### config.mk
export PLATFORM = sky130hd
export DESIGN_NAME = hms_time_cnt
export DESIGN_NICKNAME = d
export VERILOG_FILES = /design/src/rtl/hms_time_cnt.sv
export SDC_FILE = /design/constraint.sdc
export NUM_CORES = 1
export LEC_CHECK = 0
export CORE_ASPECT_RATIO = 1.4
export CORE_UTILIZATION = 48
export CTS_CLUSTER_SIZE = 16
export DETAILED_ROUTE_END_ITERATION = 6
export PLACE_DENSITY = 0.9
export SETUP_SLACK_MARGIN = 0.05
export SLEW_MARGIN = 30
export SYNTH_ARGS = -nofsm -noshare
export SYNTH_HDL_FRONTEND = slang
export SYNTH_SLANG_ARGS = --single-unit
### constraint.sdc
create_clock -name clk -period 1.93 [get_ports clk]
set_input_delay 0.386 -clock clk [delete_from_list [all_inputs] [get_ports clk]]
set_output_delay 0.386 -clock clk [all_outputs]
set_load 0.05 [all_outputs]
### src/rtl/hms_time_cnt.sv
// Time-of-day counter (hh:mm:ss) with a button-driven set mode.
// Runs on a 1 Hz tick in CLOCK mode; the SET_* modes increment one field at a time.
module hms_time_cnt #(
  parameter int unsigned HOUR_MAX = 23
) (
  input  logic       clk,
  input  logic       rst,
  input  logic       i_tick,
  input  logic       i_mode,
  input  logic       i_incr,
  output logic [5:0] o_sec,
  output logic [5:0] o_min,
  output logic [5:0] o_hour,
  output logic [1:0] o_mode,
  output logic [5:0] o_dp,
  output logic       o_day_pulse
);

  localparam int unsigned FW = 6;
  localparam logic [FW-1:0] SEC_LAST  = FW'(59);
  localparam logic [FW-1:0] MIN_LAST  = FW'(59);
  localparam logic [FW-1:0] HOUR_LAST = FW'(HOUR_MAX);

  typedef enum logic [1:0] {
    CLOCK    = 2'd0,
    SET_SEC  = 2'd1,
    SET_MIN  = 2'd2,
    SET_HOUR = 2'd3
  } mode_t;

  mode_t         state, state_nxt;
  logic [FW-1:0] sec_nxt, min_nxt, hour_nxt, dp_nxt;
  logic          day_nxt;
  logic          set_incr;

  // State register
  always_ff @(posedge clk) begin
    if (rst) state <= CLOCK;
    else     state <= state_nxt;
  end

  // Next state: i_mode cycles through the four modes in order
  always_comb begin
    state_nxt = state;
    if (i_mode) begin
      unique case (state)
        CLOCK:    state_nxt = SET_SEC;
        SET_SEC:  state_nxt = SET_MIN;
        SET_MIN:  state_nxt = SET_HOUR;
        SET_HOUR: state_nxt = CLOCK;
        default:  state_nxt = CLOCK;
      endcase
    end
  end

  // A mode press in the same cycle wins over an increment
  assign set_incr = i_incr && !i_mode;

  // Output / datapath next values
  always_comb begin
    sec_nxt  = o_sec;
    min_nxt  = o_min;
    hour_nxt = o_hour;
    day_nxt  = 1'b0;
    dp_nxt   = 6'b000000;

    unique case (state)
      CLOCK: begin
        if (i_tick) begin
          if (o_sec >= SEC_LAST) begin
            sec_nxt = '0;
            if (o_min >= MIN_LAST) begin
              min_nxt = '0;
              if (o_hour >= HOUR_LAST) begin
                hour_nxt = '0;
                day_nxt  = 1'b1;
              end else begin
                hour_nxt = o_hour + FW'(1);
              end
            end else begin
              min_nxt = o_min + FW'(1);
            end
          end else begin
            sec_nxt = o_sec + FW'(1);
          end
        end
      end
      SET_SEC: begin
        if (set_incr) sec_nxt = (o_sec >= SEC_LAST) ? '0 : o_sec + FW'(1);
      end
      SET_MIN: begin
        if (set_incr) min_nxt = (o_min >= MIN_LAST) ? '0 : o_min + FW'(1);
      end
      SET_HOUR: begin
        if (set_incr) hour_nxt = (o_hour >= HOUR_LAST) ? '0 : o_hour + FW'(1);
      end
      default: ;
    endcase

    unique case (state_nxt)
      CLOCK:    dp_nxt = 6'b000000;
      SET_SEC:  dp_nxt = 6'b000011;
      SET_MIN:  dp_nxt = 6'b001100;
      SET_HOUR: dp_nxt = 6'b110000;
      default:  dp_nxt = 6'b000000;
    endcase
  end

  // Output registers
  always_ff @(posedge clk) begin
    if (rst) begin
      o_sec       <= '0;
      o_min       <= '0;
      o_hour      <= '0;
      o_dp        <= '0;
      o_day_pulse <= 1'b0;
    end else begin
      o_sec       <= sec_nxt;
      o_min       <= min_nxt;
      o_hour      <= hour_nxt;
      o_dp        <= dp_nxt;
      o_day_pulse <= day_nxt;
    end
  end

  assign o_mode = state;

endmodule

Word level (Yosys, flattened, before mapping)
Index checks and enable logic that the tools add are counted.

Flip-flop bits (word level): 27. Bits of input ports: 5. Logic and storage cells: 58. Output and inout port bits: 27.

Reduce and logical (&&, ||, !) cells: 11. Mux-type cells: 19. Add/sub/neg operators: 3. Bitwise operators: 4. Eq/ne operators: 12. $lt $le $gt $ge: 3.

Operators by type and width (count): 2-to-1 mux 6 bit (12); case mux 6 bit (2 select lines) (3); case mux 6 bit (4 select lines) (1); adder 6 x 1 -> 6 bit (second input constant) (3); greater-or-equal comparator 6 bit (second input constant) (2); inequality test 2 bit (second input constant) (6); equality test 2 bit (second input constant) (4); case mux 2 bit (4 select lines) (1); greater-or-equal comparator 6 x 5 -> 1 bit (second input constant) (1); nonzero test 2 bit (3); AND reduction 5 bit (1); OR reduction 5 bit (1); equality test 2 x 1 -> 1 bit (second input constant) (2); logical NOT 2 bit (2); NOT 1 bit (4); AND reduction 4 bit (1); AND reduction 3 bit (1); 2-to-1 mux 2 bit (1); logical AND 1 bit (1); logical NOT 1 bit (1); 2-to-1 mux 1 bit (1).

Logic depth before layout (Yosys ltp)
Gate-level depths: netlist (run 1).

Depth after elaboration: 6. Depth in mapped cells: 6. Gate-level depth less buffers: 6.

Worst setup path after synthesis (run 1)
OpenSTA, ideal clock, no wires.

Kind: register to register. Start: reg state[0], in the netlist o_mode[0]. End: reg o_sec[4]. Period minus slack after synthesis: 2097 ps. Buffers on the path: 0. Cell stages (with the launch flop): 7. Library setup time: 70 ps. Setup slack: -167 ps. Arrival time: 2027 ps. Required time: 1860 ps. Path through: dfxtp_1 > inv_1 > ha_1 > mux2i_1 > a21o_1 > or4_1 > a21oi_1.

Longest elaborated chain between the ends: 3. Elaborated cells on any way between the ends: 7. Classes of those cells: 3 x eq/ne; 1 x mux; 3 x reduce/logical.

Ends and longest elaborated chain: from (decl) (line 31) `mode_t state, state_nxt;`; from (signal assigned) (line 39) `else state <= state_nxt;`; equality test 2 x 1 -> 1 bit or logical NOT 2 bit (tied branches) (line 67) `unique case (state)`; inequality test 2 bit (no line) or nonzero test 2 bit (tied branches); AND reduction 3 bit (no line); to (signal assigned) (line 118) `o_sec <= sec_nxt;`; to (decl) (line 11) `output logic [5:0] o_sec,`.

Parallel ways exist; a longest one is shown, timed or not. A chain may end at the register's enable or synchronous reset.

Worst setup path in the final report (run 1)
Start: reg o_day_pulse. End: out o_day_pulse.

RTL lines: from (decl) (line 16) `output logic o_day_pulse`; from (signal assigned) (line 122) `o_day_pulse <= day_nxt;`.

No word-level cell between the ends.

==> results of run 1 <==
## layer usage
metal,vias up,global-route usage [%],wire length [um]
met5,-,0,0
met4,0,6.439,32
met3,4,2.865,86
met2,31,39.82,1684
met1,570,25.71,1162
li1,589,-,-
## worst min path at each step
stage | startpoint | end | depth (start not counted)
2_1_floorplan | rst | o_mode[0]$_SDFF_PP0_ | 1
3_3_place_gp | o_min[0]$_SDFFE_PP0P_ | o_min[0]$_SDFFE_PP0P_ | 2
3_5_place_dp | o_min[1]$_SDFFE_PP0P_ | o_min[1]$_SDFFE_PP0P_ | 2
4_1_cts | o_min[1]$_SDFFE_PP0P_ | o_min[1]$_SDFFE_PP0P_ | 2
5_1_grt | o_min[1]$_SDFFE_PP0P_ | o_min[1]$_SDFFE_PP0P_ | 2
6_report | o_min[1]$_SDFFE_PP0P_ | o_min[1]$_SDFFE_PP0P_ | 2
## registers in the layout (all words and copies together), names as in the netlist
| name | count |
|---|---|
| o_hour | 6 |
| o_min | 6 |
| o_sec | 6 |
| o_dp | 3 |
| o_mode | 2 |
| o_day_pulse | 1 |
## power by group through the flow
stage	Sequential [W]	Clock [W]	Combinational, W
floorplan	0.000625	0	0.000146
global placement	0.000552	0	0.000318
detailed placement	0.000554	0	0.000330
CTS	0.000543	0.000371	0.000322
global route	0.000547	0.000390	0.000349
finish	0.000543	0.000371	0.000324
## Yosys cell counts, drive strengths merged
cell type   n  share of area, %
or4b        1              0.78
and2        2              0.98
a22oi       1              0.59
xnor2       2               1.4
inv         7               2.0
a21o        2               1.2
a31oi       3               2.0
nand3       7               2.7
nor3        2              0.78
a211o       1              0.68
o211ai      1              0.59
ha          8               7.8
o2111ai     1              0.68
o31ai       3               1.8
nand2b      2               1.6
o21ai       5               2.0
buf         4               2.1
maj3        1              0.78
clkbuf      1              0.29
or3         2              0.98
a21oi       7               3.0
a211oi      5               2.9
o41ai       2               2.5
nand2       9               2.6
o21a        1              0.59
mux2i       3               2.3
nand3b      1              0.59
mux2        2               2.3
o311ai      3               2.0
dfxtp      24                37
or4         3               1.8
nor2        7               2.0
o221a       2               1.8
nor4        2              0.98
o2111a      2               2.5
o32ai       1              0.68
and3        1              0.49
or2         3               1.7
## cells by family (layout without fill, tap and decap cells)
family / count (synthesis) / count (layout) / share of synthesized area, %
mux: 5 / 5 / 4.683
buf+inv: 12 / 51 / 4.487
simple gates: 42 / 42 / 17.95
flops: 24 / 24 / 37.46
compound gates: 40 / 40 / 25.46
fa+ha+maj: 9 / 9 / 8.586
xor+xnor: 2 / 2 / 1.366
## what timing repair did
action,4_1_cts,5_1_grt
hold buffers,0,0
endpoints found under the setup margin,7,12
resized for setup,7,10
## metrics by stage
| step | TNS (ns) | setup slack [ns] | cells |
|---|---|---|---|
| finish | 0 | 0.1016 | 207 |
| CTS | 0 | 0.05048 | 207 |
| global placement | 0 | 0.0003623 | 203 |
| global route | 0 | 0.05099 | 207 |
| floorplan | 0 | 0.04730 | 134 |
| detailed placement | -0.2429 | -0.05891 | 203 |
## final cells by class
type | count | area (um^2)
flip-flops and latches | 24 | 489.2
well taps | 34 | 42.54
fillers | 201 | 752.0
inverters | 7 | 26.28
clock inverters | 1 | 30.03
multi-input cells | 98 | 755.7
clock buffers | 3 | 22.52
repair buffers | 40 | 351.6
==> impl_metrics.csv, run 1 <==
group,metric,value,unit
grt,antenna_found_initial,0,
sta,period_minus_slack,1.828,ns
worst_setup_path,cp-end-kind,"primary output",
drt,routed_via_density,5.768,
worst_setup_path,path_max_fanout,1,
placed_design,dpl_cell_area,1648,um^2
drt,ant_nets,0,
sta,hold_viol,0,
clocking,htree_levels,1,
power,power_switching,0.0003893,W
worst_setup_path,cp_num_buf_inv,1,
drt,routedWlPerCell,14.32,um
drt,vias,1194,
floorplanning,initial_core_util,51.93,%
power,seqPwrFrac,43.9,%
floorplanning,die_y,63.16,um
clocking,cts_made_buffers,3,
synthesis,syn_avg_cell_area,9.571,um^2
sta,maxSlewViolCount,0,
power,power.total,0.001237,W
grt,grt_max_degree,15,
floorplanning,core.rowCount,21,
synthesis,ys_types,46,
synthesis,netlist_area,1282,um^2
floorplanning,die_w,45.69,um
finish,layout_commonest_cell,"buf_4",
worst_setup_path,start_kind,"flip-flop",
finish,layout_common_cells,"22 x buf_4, 17 x dfxtp_1, 9 x nand2_1",
synthesis,yosysSeqAreaShare,37.46,%
worst_setup_path,crit_slowest_cell,"clkdlybuf4s50_1",
worst_setup_path,rrSetupSlack,0.14,ns
placed_design,finalWeightedCongestion,0.8319,
synthesis,syn-num-nets,147,
drt,first_pass_iters,4,
grt,grt_first_pass_wirelength,4892,um
power,p_int,0.0008481,W
finish,final_util,69.55,%
worst_setup_path,worstSetupStartpoint,"o_day_pulse$_SDFF_PP0_",
placed_design,numPortBuffers,31,
sta,tightest_slew,0.5155,ns
worst_setup_path,r2r_cells,6,
sta,timing.final.crit_share,94.74,%
clocking,clockBufferDepth,2,
grt,grt_overflow,0,
outcome,status,"completed",
finish,num_antenna_cells,0,
floorplanning,core,2470,um^2
worst_setup_path,cp.arrival,1.44,ns
worst_setup_path,cp.depth,1,
clocking,cts-root-buf,"clkbuf_4",
floorplanning,die-area,2885,um^2
sta,slew_headroom,65.58,%
worst_setup_path,path_cells,"clkdlybuf4s50_1",
floorplanning,ios,32,
synthesis,synth_cells,134,
power,p_leak,0.8357,nW
power,comb_power_share,26.2,%
clocking,path_clk_slew,0.14,ns
power,power_density,720.3,nW/um^2
power,peakVddDrop,0.4965,mV
placed_design,hpwl,2315,um
worst_setup_path,crit_end,"o_day_pulse",
finish,drive_gt1_share,27.75,%
worst_setup_path,worstPathRequired,1.54,ns
drt,first_iter_violations,32,
sta,fmax,0.5469,GHz
synthesis,ys_ff_latch,24,
worst_setup_path,r2r_end,"o_min[0]$_SDFFE_PP0P_",
grt,first_global_vias,1110,
clocking,cts_tree,"built",
worst_setup_path,crit_family,"buffers and inverters",
sta,fin_worst_skew,0.004559,ns
sta,holdWs,0.5164,ns
grt,grt_usage,22.16,%
power,clkPwrFrac,30.0,%
sta,rsz0062_at_grt,"no",
power,swShare,31.46,%
drt,wirelength,2965,um
hold_path,hp-class,"reg -> reg",
worst_setup_path,max_stage_delay,0.79,ns
synthesis,ys_warn_count,0,
finish,nets,187,
worst_setup_path,r2r_start,"o_mode[1]$_SDFF_PP0_",
job,drv_cap,0,
finish,final_area,1718,um^2
clocking,clk_latency,0.32,ns
worst_setup_path,path_class,"reg -> out",
clocking,cts_sinks,24,
drt,route.detailed.drc,0,
sta,setup_viol_count_final,0,
finish,synthToLayoutAreaGrowth,33.95,%
clocking,postCtsSetupRepairBufs,0,
Power figures use the tool's default switching activity.
==> inputs of run 2 (changes only) <==
==> constraint.sdc (replaced) <==
create_clock -name clk -period 1.93 [get_ports clk]
set_input_delay 0.2895 -clock clk [delete_from_list [all_inputs] [get_ports clk]]
set_output_delay 0.2895 -clock clk [all_outputs]
set_load 0.05 [all_outputs]
==> run 2 against run 1 <==
  * Maximum frequency about the same
  * Utilization up 0.051 points
  * Sequential share of layout area hardly changed
  * Clock skew rose by 0.0064 ns
  * Sequential power hardly changed
  * Power shrank 0.41%
  * Critical path depth did not move
  * Register-to-register slack better by 0.03 ns
  * Count of clock-buffer cells in the layout unchanged
  * Via count fell by 2.3%
  * Global-route usage up 0.28 points
  * Critical endpoint is now o_hour[4]
  * Combinational power about the same
==> impl_metrics.csv, run 2 (synthesis results as in run 1) <==
group,metric,value,unit
finish,nets,183,
finish,largestRegisters,"o_hour x6, o_min x6, o_sec x6",
clocking,postCtsSetupRepairBufs,0,
worst_setup_path,crit_slowest_cell,"clkdlybuf4s50_1",
power,power_density,716.8,nW/um^2
placed_design,dp_slack,0.003373,ns
worst_setup_path,cp_num_buf_inv,1,
clocking,htree_levels,1,
sta,timing.final.crit_share,94.79,%
hold_path,hp-class,"reg -> reg",
sta,setup_viol_count_final,0,
worst_setup_path,start_kind,"flip-flop",
floorplanning,die_y,63.16,um
power,p_leak,0.8028,nW
worst_setup_path,crit_family,"buffers and inverters",
drt,routed_via_density,5.744,
finish,layout_common_cells,"18 x clkdlybuf4s50_1, 17 x dfxtp_1, 9 x nand2_1",
sta,fmax,0.5466,GHz
grt,grt_usage,22.44,%
worst_setup_path,cp.arrival,1.54,ns
grt,first_global_vias,1123,
sta,layout_setup_ws,0.1006,ns
clocking,clockBufferDepth,2,
drt,routedWlPerCell,14.36,um
drt,first_pass_iters,4,
drt,vias,1166,
sta,rsz0062_at_grt,"no",
power,power_switching,0.0003856,W
finish,n_fill_cell,197,
finish,multiInputGateArea,754.5,um^2
outcome,status,"completed",
worst_setup_path,max_stage_delay,0.82,ns
grt,grt_max_degree,15,
sta,tightest_slew,0.5171,ns
finish,seqCellArea,489.2,um^2
drt,route.detailed.drc,0,
sta,slew_headroom,65.47,%
worst_setup_path,worstPathRequired,1.64,ns
clocking,postCtsHoldBufs,0,
sta,maxSlewViolCount,0,
worst_setup_path,path_max_fanout,4,
clocking,cts-root-buf,"clkbuf_4",
power,clkPwrFrac,29.9,%
power,seqPwrFrac,44.0,%
clocking,cts_made_buffers,3,
clocking,cts_sinks,24,
sta,hold_viol,0,
finish,num_antenna_cells,0,
clocking,clk_latency,0.32,ns
worst_setup_path,path_class,"reg -> out",
finish,layout_commonest_cell,"clkdlybuf4s50_1",
job,drv_cap,0,
worst_setup_path,cp-end-kind,"primary output",
floorplanning,die-area,2885,um^2
floorplanning,initial_core_util,51.93,%
power,p_int,0.0008467,W
sta,fin_worst_skew,0.01096,ns
power,power.total,0.001232,W
clocking,cts_tree,"built",
drt,ant_nets,0,
drt,wirelength,2915,um
sta,period_minus_slack,1.829,ns
power,peakVddDrop,0.6317,mV
floorplanning,ios,32,
sta,tns,0,ns
floorplanning,core.rowCount,21,
grt,grt_overflow,0,
worst_setup_path,path_cells,"clkdlybuf4s50_1",
placed_design,numPortBuffers,31,
finish,synthToLayoutAreaGrowth,34.05,%
floorplanning,core,2470,um^2
grt,antenna_found_initial,0,
power,comb_power_share,26.1,%
floorplanning,die_w,45.69,um
finish,drive_gt1_share,18.93,%
drt,first_iter_violations,21,
grt,grt_first_pass_wirelength,4947,um
placed_design,finalWeightedCongestion,0.9007,
power,swShare,31.29,%
clocking,path_clk_slew,0.14,ns
placed_design,hpwl,2189,um
-- run 2: changes by cell type in the layout (fill, tap and decap cells not counted), sizes merged --
cell	previous run	this run
buf	22	5
clkdlybuf4s50	5	18
-- run 2: through the flow --
| stage | hold WS, ns | utilization [%] | area (um^2) | std cells |
|---|---|---|---|---|
| floorplan | 0.3619 | - | 1291 | 134 |
| global placement | 0.4893 | 66.82 | 1650 | 199 |
| detailed placement | 0.4958 | 66.82 | 1650 | 199 |
| CTS | 0.5170 | 68.59 | 1694 | 203 |
| global route | 0.5438 | 69.60 | 1719 | 203 |
| finish | 0.5169 | 69.60 | 1719 | 203 |
-- run 2: what timing repair did --
item,CTS,global route
endpoints found under the setup margin,7,14
resized for setup,7,11
cloned,0,0
-- run 2: routing by layer --
| layer | GRT usage (%) | part of all wire [%] | up-vias | wire length, um |
|---|---|---|---|---|
| met5 | 0 | 0 | - | 0 |
| met4 | 5.682 | 1.2 | 0 | 34 |
| met3 | 2.579 | 2.5 | 4 | 74 |
| met2 | 40.36 | 54 | 28 | 1587 |
| met1 | 26.62 | 42 | 554 | 1219 |
| li1 | - | - | 580 | - |
-- run 2: power groups by stage --
stage	logic (W)	registers [W]	clock network (W)
global route	0.000346	0.000545	0.000389
floorplan	0.000146	0.000625	0
detailed placement	0.000312	0.000553	0
finish	0.000321	0.000542	0.000369
CTS	0.000316	0.000542	0.000368
global placement	0.000304	0.000552	0
-- run 2: cell type report --
cell class                      instances  area share, %
Multi-Input combinational cell         98          43.89
Sequential cell                        24          28.46
Timing Repair Buffer                   36          20.60
Tap cell                               34          2.475
Clock inverter                          1          1.747
Inverter                                7          1.528
Clock buffer                            3          1.310
-- run 2: final timing paths --
check,from,cells after the start,slack (ns),to
worst max-delay path,o_hour[4]$_SDFFE_PP0P_,1,0.10,o_hour[4]
worst min-delay path,o_min[0]$_SDFFE_PP0P_,2,0.52,o_min[0]$_SDFFE_PP0P_
worst max register to register,o_mode[1]$_SDFF_PP0_,6,0.17,o_min[4]$_SDFFE_PP0P_
worst min register to register,o_min[0]$_SDFFE_PP0P_,2,0.52,o_min[0]$_SDFFE_PP0P_
==> inputs of run 3 (changes only) <==
- SETUP_SLACK_MARGIN: 0.05 -> not set
- TNS_END_PERCENT: not set -> 10
==> run 3 against run 2 <==
  * Flip-flop and latch count is the same
  * Final area decreased by 1.6%
  * Combinational power down 2%
  * Critical path type unchanged
  * Critical endpoint is now o_hour[0]
  * Largest cell class unchanged
==> impl_metrics.csv, run 3 (synthesis results as in run 1) <==
group,metric,value,unit
worst_setup_path,worstPathRequired,1.64,ns
drt,route.detailed.drc,0,
worst_setup_path,cp-end-kind,"primary output",
finish,num_antenna_cells,0,
clocking,cts_made_buffers,3,
placed_design,hpwl,2298,um
worst_setup_path,cp_num_buf_inv,1,
clocking,htree_levels,1,
job,drv_cap,0,
drt,routed_via_density,5.882,
worst_setup_path,path_class,"reg -> out",
floorplanning,die_w,45.69,um
sta,period_minus_slack,1.869,ns
drt,first_iter_violations,18,
grt,antenna_found_initial,0,
finish,stdcell_count,203,
grt,first_global_vias,1068,
clocking,path_clk_slew,0.12,ns
sta,maxSlewViolCount,0,
sta,timing.final.crit_share,96.86,%
power,power.total,0.001062,W
finish,nets,184,
grt,grt_first_pass_wirelength,4692,um
power,power_density,628.0,nW/um^2
drt,first_pass_iters,4,
grt,grt_usage,21.47,%
worst_setup_path,cp.arrival,1.58,ns
worst_setup_path,crit_family,"buffers and inverters",
clocking,clockBufferDepth,2,
worst_setup_path,rrSetupSlack,0.07,ns
sta,slew_headroom,63.72,%
floorplanning,initial_core_util,51.93,%
sta,tightest_slew,0.5426,ns
finish,synthToLayoutAreaGrowth,31.90,%
hold_path,hp-class,"reg -> reg",
clocking,clk_latency,0.30,ns
placed_design,dp_cells,200,
floorplanning,die-area,2885,um^2
sta,hold_viol,0,
clocking,postCtsSetupRepairBufs,0,
clocking,cts-root-buf,"clkbuf_4",
grt,grt_overflow,0,
finish,n_fill_cell,208,
worst_setup_path,path_max_fanout,5,
drt,ant_nets,0,
finish,layout_commonest_cell,"clkdlybuf4s50_1",
placed_design,numPortBuffers,31,
power,p_leak,0.7627,nW
floorplanning,die_y,63.16,um
finish,largestRegisters,"o_hour x6, o_min x6, o_sec x6",
worst_setup_path,crit_slowest_cell,"clkdlybuf4s50_1",
finish,drive_gt1_share,14.79,%
drt,routedWlPerCell,14.52,um
finish,layout_common_cells,"24 x clkdlybuf4s50_1, 22 x dfxtp_1, 9 x nand2_1",
floorplanning,core.rowCount,21,
sta,fin_worst_skew,0.002647,ns
worst_setup_path,start_kind,"flip-flop",
drt,vias,1194,
worst_setup_path,path_cells,"clkdlybuf4s50_1",
clocking,postCtsHoldBufs,0,
floorplanning,core,2470,um^2
clocking,cts_tree,"built",
grt,grt_max_degree,13,
drt,wirelength,2948,um
sta,setup_viol_count_final,0,
outcome,status,"completed",
clocking,cts_sinks,24,
floorplanning,ios,32,
sta,fmax,0.5349,GHz
worst_setup_path,max_stage_delay,0.84,ns
power,peakVddDrop,0.4671,mV
placed_design,finalWeightedCongestion,0.8317,
clocking,cts_resized,0,
## run 3: cell types whose count changed in the layout (fill, tap and decap cells not counted), sizes merged
cell,delta
buf,+2
bufinv,-1
clkdlybuf4s50,+6
dlygate4sd2,-7
## run 3: area by class of cell
class / instances / area, um^2 / area share (%)
clock buffer: 3 / 22.52 / 1.331
tap: 34 / 42.54 / 2.515
sequential: 24 / 483.0 / 28.55
timing repair buffer: 37 / 367.9 / 21.75
multi-input combinational: 98 / 749.5 / 44.30
inverter: 7 / 26.28 / 1.553
## run 3: where the power goes
group | internal, W | switching (W)
Clock | 0.0000728 | 0.000132
Combinational | 0.000115 | 0.000200
Sequential | 0.000518 | 0.0000242
Total | 0.000706 | 0.000357
## run 3: stage by stage
step / hold slack (ns) / worst slack (ns) / setup TNS [ns] / area [um^2] / utilization [%]
floorplan: 0.3619 / -0.07634 / -0.2563 / 1285 / -
global placement: 0.4941 / 0.06325 / 0 / 1649 / 66.77
detailed placement: 0.5205 / -0.02483 / -0.04390 / 1649 / 66.77
CTS: 0.5462 / 0.003853 / 0 / 1672 / 67.68
global route: 0.5788 / -0.005371 / -0.009408 / 1692 / 68.49
finish: 0.5520 / 0.06054 / 0 / 1692 / 68.49
## run 3: worst paths after layout
check | startpoint | to | cells after the start
max | o_hour[0]$_SDFFE_PP0P_ | o_hour[0] | 1
min | o_sec[4]$_SDFFE_PP0P_ | o_sec[4]$_SDFFE_PP0P_ | 2
max reg2reg | o_mode[0]$_SDFF_PP0_ | o_hour[0]$_SDFFE_PP0P_ | 6
min reg2reg | o_sec[4]$_SDFFE_PP0P_ | o_sec[4]$_SDFFE_PP0P_ | 2
## run 3: per-layer routing
metal	up-vias	global-route usage [%]	part of all wire, %
li1	579	-	-
met1	569	24.24	41
met2	34	38.21	54
met3	12	2.006	2.4
met4	0	9.470	3.0
met5	-	0	0
## run 3: worst min-delay path: cells and delay by family (launching register included)
kind / cells / cell delay (ns)
compound gates: 2 / 0.15
flops: 1 / 0.36
